[src/rtl/muntjac_pkg.sv]
// Shared MMU types: page permissions and the TLB entry layout.
package muntjac_pkg;

  localparam int unsigned VirtAddrLen = 39;
  localparam int unsigned PhysAddrLen = 56;
  localparam int unsigned VpnLen      = VirtAddrLen - 12;
  localparam int unsigned PpnLen      = PhysAddrLen - 12;

  typedef struct packed {
    logic dirty;
    logic accessed;
    logic is_global;
    logic user;
    logic executable;
    logic writable;
    logic readable;
    logic valid;
  } page_prot_t;

  typedef struct packed {
    logic              valid;
    logic [VpnLen-1:0] vpn;
    logic [PpnLen-1:0] ppn;
    page_prot_t        perm;
  } tlb_entry_t;

endpackage

[src/rtl/muntjac_tlb_victim_sel.sv]
// Refill victim choice: lowest invalid entry first, else a round-robin pointer.
module muntjac_tlb_victim_sel #(
  parameter int unsigned NumEntries = 8,
  localparam int unsigned IdxW = $clog2(NumEntries)
) (
  input  logic                  clk_i,
  input  logic                  rst_ni,
  input  logic [NumEntries-1:0] valid_i,
  input  logic                  refill_i,
  output logic [IdxW-1:0]       victim_o
);

  logic [IdxW-1:0] ptr_q, ptr_d;
  logic            has_invalid;

  always_comb begin
    has_invalid = 1'b0;
    victim_o    = ptr_q;
    for (int i = NumEntries - 1; i >= 0; i--) begin
      if (!valid_i[i]) begin
        has_invalid = 1'b1;
        victim_o    = IdxW'(i);
      end
    end
  end

  // Pointer only moves when a valid entry is actually evicted.
  always_comb begin
    ptr_d = ptr_q;
    if (refill_i && !has_invalid) ptr_d = ptr_q + IdxW'(1);
  end

  always_ff @(posedge clk_i or negedge rst_ni) begin
    if (!rst_ni) ptr_q <= '0;
    else         ptr_q <= ptr_d;
  end

endmodule

[src/rtl/muntjac_tlb.sv]
// Fully-associative TLB in front of the Sv39 walker; faults are never cached.
// MUNTJAC_TLB_KEEP_GLOBAL_EN: flush spares entries marked global.
module muntjac_tlb import muntjac_pkg::*; #(
  parameter int unsigned NumEntries = 8
) (
  input  logic              clk_i,
  input  logic              rst_ni,
  input  logic              flush_i,
  input  logic              req_valid_i,
  output logic              req_ready_o,
  input  logic [VpnLen-1:0] req_vpn_i,
  output logic              resp_valid_o,
  output logic [PpnLen-1:0] resp_ppn_o,
  output page_prot_t        resp_perm_o,
  output logic              ptw_req_valid_o,
  output logic [VpnLen-1:0] ptw_req_vpn_o,
  input  logic              ptw_resp_valid_i,
  input  logic [PpnLen-1:0] ptw_resp_ppn_i,
  input  page_prot_t        ptw_resp_perm_i
);

  localparam int unsigned IdxW = $clog2(NumEntries);

  typedef enum logic [1:0] {StIdle, StLookup, StWalk, StRespond} state_e;

  state_e            state_q, state_d;
  logic [VpnLen-1:0] vpn_q, vpn_d;
  logic [PpnLen-1:0] ppn_q, ppn_d;
  page_prot_t        perm_q, perm_d;
  logic              flushed_q, flushed_d;
  tlb_entry_t        entries_q [NumEntries];
  tlb_entry_t        entries_d [NumEntries];

  logic [NumEntries-1:0] valid_vec;
  logic [IdxW-1:0]       victim;
  logic                  refill;
  logic                  hit;
  logic [PpnLen-1:0]     hit_ppn;
  page_prot_t            hit_perm;

  always_comb begin
    hit      = 1'b0;
    hit_ppn  = '0;
    hit_perm = '0;
    for (int i = 0; i < NumEntries; i++) begin
      valid_vec[i] = entries_q[i].valid;
      if (entries_q[i].valid && entries_q[i].vpn == vpn_q) begin
        hit      = 1'b1;
        hit_ppn  = entries_q[i].ppn;
        hit_perm = entries_q[i].perm;
      end
    end
  end

  muntjac_tlb_victim_sel #(
    .NumEntries (NumEntries)
  ) u_victim_sel (
    .clk_i    (clk_i),
    .rst_ni   (rst_ni),
    .valid_i  (valid_vec),
    .refill_i (refill),
    .victim_o (victim)
  );

  assign ptw_req_vpn_o = vpn_q;

  always_comb begin
    state_d         = state_q;
    vpn_d           = vpn_q;
    ppn_d           = ppn_q;
    perm_d          = perm_q;
    flushed_d       = flushed_q;
    refill          = 1'b0;
    req_ready_o     = 1'b0;
    resp_valid_o    = 1'b0;
    resp_ppn_o      = ppn_q;
    resp_perm_o     = perm_q;
    ptw_req_valid_o = 1'b0;
    unique case (state_q)
      StIdle: begin
        req_ready_o = !flush_i;
        if (req_valid_i && !flush_i) begin
          vpn_d   = req_vpn_i;
          state_d = StLookup;
        end
      end
      StLookup: begin
        if (hit && !flush_i) begin
          resp_valid_o = 1'b1;
          resp_ppn_o   = hit_ppn;
          resp_perm_o  = hit_perm;
          req_ready_o  = 1'b1;
          if (req_valid_i) vpn_d = req_vpn_i;
          else             state_d = StIdle;
        end else begin
          ptw_req_valid_o = 1'b1;
          state_d         = StWalk;
          if (flush_i) flushed_d = 1'b1;
        end
      end
      StWalk: begin
        if (flush_i) flushed_d = 1'b1;
        if (ptw_resp_valid_i) begin
          ppn_d   = ptw_resp_ppn_i;
          perm_d  = ptw_resp_perm_i;
          // A flush in this very cycle also invalidates the walk result.
          refill  = ptw_resp_perm_i.valid && !flushed_q && !flush_i;
          state_d = StRespond;
        end
      end
      StRespond: begin
        resp_valid_o = 1'b1;
        flushed_d    = 1'b0;
        state_d      = StIdle;
      end
    endcase
  end

  always_comb begin
    entries_d = entries_q;
    if (flush_i) begin
      for (int i = 0; i < NumEntries; i++) begin
`ifdef MUNTJAC_TLB_KEEP_GLOBAL_EN
        if (!entries_q[i].perm.is_global) entries_d[i].valid = 1'b0;
`else
        entries_d[i].valid = 1'b0;
`endif
      end
    end
    if (refill) begin
      entries_d[victim].valid = 1'b1;
      entries_d[victim].vpn   = vpn_q;
      entries_d[victim].ppn   = ptw_resp_ppn_i;
      entries_d[victim].perm  = ptw_resp_perm_i;
    end
  end

  always_ff @(posedge clk_i or negedge rst_ni) begin
    if (!rst_ni) begin
      state_q   <= StIdle;
      vpn_q     <= '0;
      ppn_q     <= '0;
      perm_q    <= '0;
      flushed_q <= 1'b0;
      entries_q <= '{default: '0};
    end else begin
      state_q   <= state_d;
      vpn_q     <= vpn_d;
      ppn_q     <= ppn_d;
      perm_q    <= perm_d;
      flushed_q <= flushed_d;
      entries_q <= entries_d;
    end
  end

endmodule

[config.mk]
export PLATFORM = sky130hd
export DESIGN_NAME = muntjac_tlb
export DESIGN_NICKNAME = d
export VERILOG_FILES = /design/src/rtl/muntjac_pkg.sv /design/src/rtl/muntjac_tlb_victim_sel.sv /design/src/rtl/muntjac_tlb.sv
export SDC_FILE = /design/constraint.sdc
export NUM_CORES = 2
export LEC_CHECK = 0
export ABC_AREA = 1
export CAP_MARGIN = 20
export CORE_ASPECT_RATIO = 0.75
export CORE_UTILIZATION = 45
export DETAILED_ROUTE_END_ITERATION = 8
export PLACE_DENSITY = 0.66
export SETUP_SLACK_MARGIN = 0.15
export SLEW_MARGIN = 20
export SYNTH_ARGS = -nofsm -noshare
export SYNTH_HDL_FRONTEND = slang
export SYNTH_SLANG_ARGS = --single-unit
[constraint.sdc]
create_clock -name clk_i -period 2.2 [get_ports clk_i]
set_input_delay 0.22 -clock clk_i [delete_from_list [all_inputs] [get_ports clk_i]]
set_output_delay 0.22 -clock clk_i [all_outputs]
set_load 0.01 [all_outputs]
Yosys cells after proc, flatten, opt, wreduce, memory -nomap -nowiden
Index checks and enable logic that the tools add are counted.
- $lt $le $gt $ge: 2
- reductions and logical operators: 24
- mux-type cells: 84
- eq/ne operators: 17
- add/sub/neg operators: 1
- bitwise operators: 1
- operator list (operator ; count):
    $bwmux W640 ; 4
    $demux W80 S3 ; 4
    $mux W640 ; 1
    $mux W44 ; 10
    $eq A27 B27 Y1 ; 8
    $mux W8 ; 11
    $mux W27 ; 3
    $mux W80 ; 1
    $mux W79 ; 1
    $pmux W27 S2 ; 1
    $mux W52 ; 1
    $mux W1 ; 31
    $mux W3 ; 8
    $logic_and A1 B1 Y1 ; 14
    $ne A2 B2 Y1 const B ; 5
    $mux W2 ; 4
    $pmux W2 S4 ; 1
    $eq A2 B2 Y1 const B ; 2
    $ge A4 B4 Y1 const B ; 1
    $lt A4 B1 Y1 const B ; 1
    $not A3 Y4 ; 1
    $pmux W1 S2 ; 2
    $reduce_and A2 Y1 ; 2
    $reduce_and A4 Y1 ; 1
    other kinds (9) ; 11
- flip-flop bits (word level): 725
- output and inout port bits: 82
- word-level logic and storage cells: 230
- input bits: 84

Logic depth before layout (Yosys ltp)
- depth in word-level cells: 18
- mapped depth: 21
- gate-level depth less buffers: 20

Cells and area by module
A second synthesis with hierarchy kept.
- cell total of the unflattened synthesis: 5065
- area total of the unflattened synthesis: 37030.5 µm²
- by module, submodules not included (module ; cells an instance ; seq. area each (µm²) ; times used ; area each (µm²)):
    muntjac_tlb ; 5031 ; 18067.3 ; 1 ; 36791.5
    muntjac_tlb_victim_sel ; 34 ; 75.1 ; 1 ; 239.0

Least setup slack after synthesis
No wires, ideal clock.
- path kind: reg-to-output
- start point: register vpn_q[20] (netlist: ptw_req_vpn_o[20])
- end point: output port resp_perm_o[6] in the netlist's numbering
- data arrival time: 2.095 ns
- required time: 1.980 ns
- setup slack: -0.115 ns
- stages on the path, launching flop included: 18
- buffers on the path: 4
- cell sequence: dfrtp_1 -> buf_2 -> inv_2 -> buf_2 -> o22ai_1 -> nor3_1 -> nand2_1 -> nor2_1 -> nand3_1 -> nand2_2 -> nor2_1 -> nand2_2 -> nand3_2 -> buf_6 -> buf_6 -> nor2_1 -> nand2_1 -> nand2_1
- RTL lines (what ; RTL line ; text):
    start, declared ; muntjac_tlb.sv:27 ; logic [VpnLen-1:0] vpn_q, vpn_d;
    start signal, assigned ; muntjac_tlb.sv:148 ; vpn_q <= vpn_d;
    end, declared ; muntjac_tlb.sv:14 ; output page_prot_t resp_perm_o,

Worst setup path after layout
- start point: register vpn_q[8] (netlist: ptw_req_vpn_o[8])
- end point: output port resp_ppn_o[37]
- cells in the longest elaborated chain, start to end: 13
- elaborated cells on any way between the ends: 35
- classes of those cells: 8 x eq/ne; 18 x mux; 9 x reduce/logical
- RTL lines (what ; RTL line ; text):
    $eq A27 B27 Y1 ; muntjac_tlb.sv:47 ; if (entries_q[i].valid && entries_q[i].vpn == vpn_q) begin
    $logic_and A1 B1 Y1 ; muntjac_tlb.sv:47 ;
    $mux W1 (8 in a row) ; muntjac_tlb.sv:47 ;
    $logic_and A1 B1 Y1 ; muntjac_tlb.sv:88 ; if (hit && !flush_i) begin
    $mux W44 (*) ; muntjac_tlb.sv:88 ;
    $mux W44 (*) ; muntjac_tlb.sv:79 ; unique case (state_q)
    end, declared ; muntjac_tlb.sv:13 ; output logic [PpnLen-1:0] resp_ppn_o,
Mark *: on every way between the ends. The rest lies on a longest branch, timed or not.

==> out/results.ini <==
[status]
status=finished with violations
violations=setup timing

[yosys]
synth_cell_types=42
syn_inst=4335
syn-cell-area_mm2=0.0339
synthFlopType=dfrtp_1
yosysTopAreaCell=dfrtp_1
synth_edf_count=0
synth.avg_cell_area_um2=7.81
yosysSeqAreaShare=0.536
synth_seq_cells=725
async_flop_share=1.00
yosysTopAreaCellShare=0.536
ys_warn_count=0
synth_nets=4420
yosys-top-cells-area=dfrtp_1, nand2_1, o21ai_0, nor2_1, inv_1

[drt]
post_drt_via_cell_ratio=5.50
drt_pass1_iterations=6
route.detailed.drc=0
postRouteAntennaNets=0
wl_um=115000
drt-initial-drc-count=3532
wl_per_cell_um=20.0
vias=31600

[grt]
grt_pass1_wl_um=174000
groute.usage.overall=0.295
grt-ovfl-total=0
antenna_found_initial=1
grt_max_degree=121
first_global_vias=29300

[cts]
clkSinkCount=725
h-tree-depth=3
numCtsBuffers=75
clockRootBuffer=clkbuf_16
clk_path_buf_depth=3
clkLatencyLatePin_ps=650
path_clk_slew_ps=60
tritoncts=built

[floorplan]
core_area_mm2=0.0739
io-pin-count=166
std_cell_rows=86
start_util=0.458
die_y_um=240
die_w_um=319
dieArea_mm2=0.0764

[placed_design]
gp_congestion=0.934
io_buffer_count=165
post-place-cells=5515
hpwl_um=70900

[timing]
fmax_mhz=276
max_slew_margin=0.310
setup_violations=368
fin_ws_ps=-1430
setup_tns_ps=-109960
finalWorstPathRequiredPeriod_ps=3630
slew_violations=0
rsz0062_at_grt=yes
whs_ps=25.7
worstMarginPinSlew_ps=1030
fin_crit_sh=1.65
hold_viol=0
fin_worst_skew_ps=27.4

[worst_setup_path]
crit_required_ps=1980
slowest_delay_ps=420
critPathBufInv=7
worst_setup_path_end_kind=output pin
worstPathCellList=buf_6 -> buf_4 -> xnor2_1 -> nand4_1 -> nor2_1 -> nand2_2 -> nand2_8 -> nor2_4 -> nand2_4 -> nand3_4 -> buf_12 -> buf_6 -> buf_12 -> buf_16 -> nor2_4 -> nand2_2 -> nand2_2 -> buf_6
cp_top_family=simple AND/OR/NAND/NOR gates
cp-start-kind=flip-flop
crit_path_max_fanout=8
path_class=reg2out
cp.arrival_ps=3410
slowest_stage=dfrtp_1

[finish]
ff_latch_area_mm2=0.0182
multiInputGateArea_mm2=0.0144
drive_above_1_share=0.180
syn2layout_area_growth_pct=29.5
antenna_cells=0
nFillCells=6326
fin_cells=5736
post-route-util=0.593
layout_common_cells=nand2_1, o21ai_0, dfrtp_1
final_common_cell=nand2_1
layout.nets=4796

[power]
p_per_area_mw_per_mm2=990
cellLeakagePower_nw=21.4
vdd_drop_max_uv=687
power_w=0.0434

[hold_path]
hold_path_class=in2async

[job]
maxCapViolations=0

[through the flow]
| stage | area [µm²] | setup slack (ps) |
|---|---|---|
| finish | 43900 | -1430 |
| global route | 43900 | -1540 |
| CTS | 42600 | -1410 |
| detailed placement | 38900 | -1260 |
| global placement | 38900 | -1320 |
| floorplan | 34100 | -37.0 |
[report_power, final]
part / total, W / leakage, nW / switching, W / internal (W)
combinational: 0.0136 / 10.2 / 0.00767 / 0.00593
sequential: 0.0161 / 9.86 / 0.00121 / 0.0149
clock: 0.0137 / 1.29 / 0.00564 / 0.00808
total: 0.0434 / 21.4 / 0.0145 / 0.0289
[worst reg2reg max path, stage by stage (launching register included)]
cell and delay [ps]:
dfrtp_2 410, inv_2 70, buf_4 150, o21ai_0 280, nor2_1 80, and2_1 170, nand3_2 130, nor2_4 70
inv_2 80, nand2_2 60, nor2_2 140, nand2_4 100, buf_4 150, buf_6 100, buf_4 130, nand2_4 60
nand2_2 80, buf_12 190, nand2_4 80, buf_12 160, nand2_1 100, nand2_2 100
[repair_timing]
action | CTS | global route
gates resized for setup | 389 | 203
buffers inserted | 28 | 33
endpoints found under the hold margin | 477 | 0
gates cloned | 13 | 13
hold buffers | 1 | 0
pin swaps | 50 | 64
setup endpoints to repair | 736 | 736
[path summary, 6_finish.rpt]
path                                               startpoint                            end  slack [ps]  cells after the start
worst min register to register                      flip-flop                      flip-flop         460                      2
min in group clk_i                               req_vpn_i[8]   ptw_req_vpn_o[8]$_DFFE_PN0P_         140                      3
worst min-delay path                                   rst_ni                      async pin          30                      2
worst max-delay path             ptw_req_vpn_o[8]$_DFFE_PN0P_                 resp_ppn_o[37]       -1430                     18
worst max register to register  ptw_req_vpn_o[12]$_DFFE_PN0P_  ptw_req_vpn_o[11]$_DFFE_PN0P_        -770                     21
max in group asynchronous                              rst_ni          ppn_q[42]$_DFFE_PN0P_        1160                      4
[layer usage]
layer | part of all wire | GRT usage | vias to the layer above
met5 | 0 | 0 | -
met4 | 0.023 | 0.0745 | 0
met3 | 0.11 | 0.0630 | 206
met2 | 0.43 | 0.430 | 1524
met1 | 0.44 | 0.444 | 15200
li1 | - | - | 14700
[synth_stat cells (all sizes together), types with 10 or more instances]
| master | count |
|---|---|
| nor2 | 319 |
| nand2 | 1559 |
| or2 | 14 |
| inv | 227 |
| nand4 | 22 |
| xnor2 | 25 |
| buf | 136 |
| a21oi | 112 |
| nor3 | 26 |
| xor2 | 32 |
| dfrtp | 725 |
| clkbuf | 156 |
| nand3 | 84 |
| o211ai | 10 |
| o21ai | 844 |
| o22ai | 27 |
[area by class of cell]
type | count | share of cell area
Clock buffer | 106 | 0.0503
Sequential cell | 725 | 0.414
Multi-Input combinational cell | 3088 | 0.329
Inverter | 230 | 0.0217
Timing Repair Buffer | 590 | 0.148
Clock inverter | 28 | 0.00953
Timing Repair inverter | 1 | 0.000143
Tap cell | 968 | 0.0276
[cells by family after synthesis]
logic type | Yosys count | synth area share
AO/OA/AOI/OAI | 1003 | 0.151
adder cells (fa/ha/maj) | 1 | 0.000369
buffers and inverters | 522 | 0.0641
XOR/XNOR | 57 | 0.0147
AND/OR/NAND/NOR | 2027 | 0.234
flip-flops | 725 | 0.536
(Power assumes the default switching activity.)
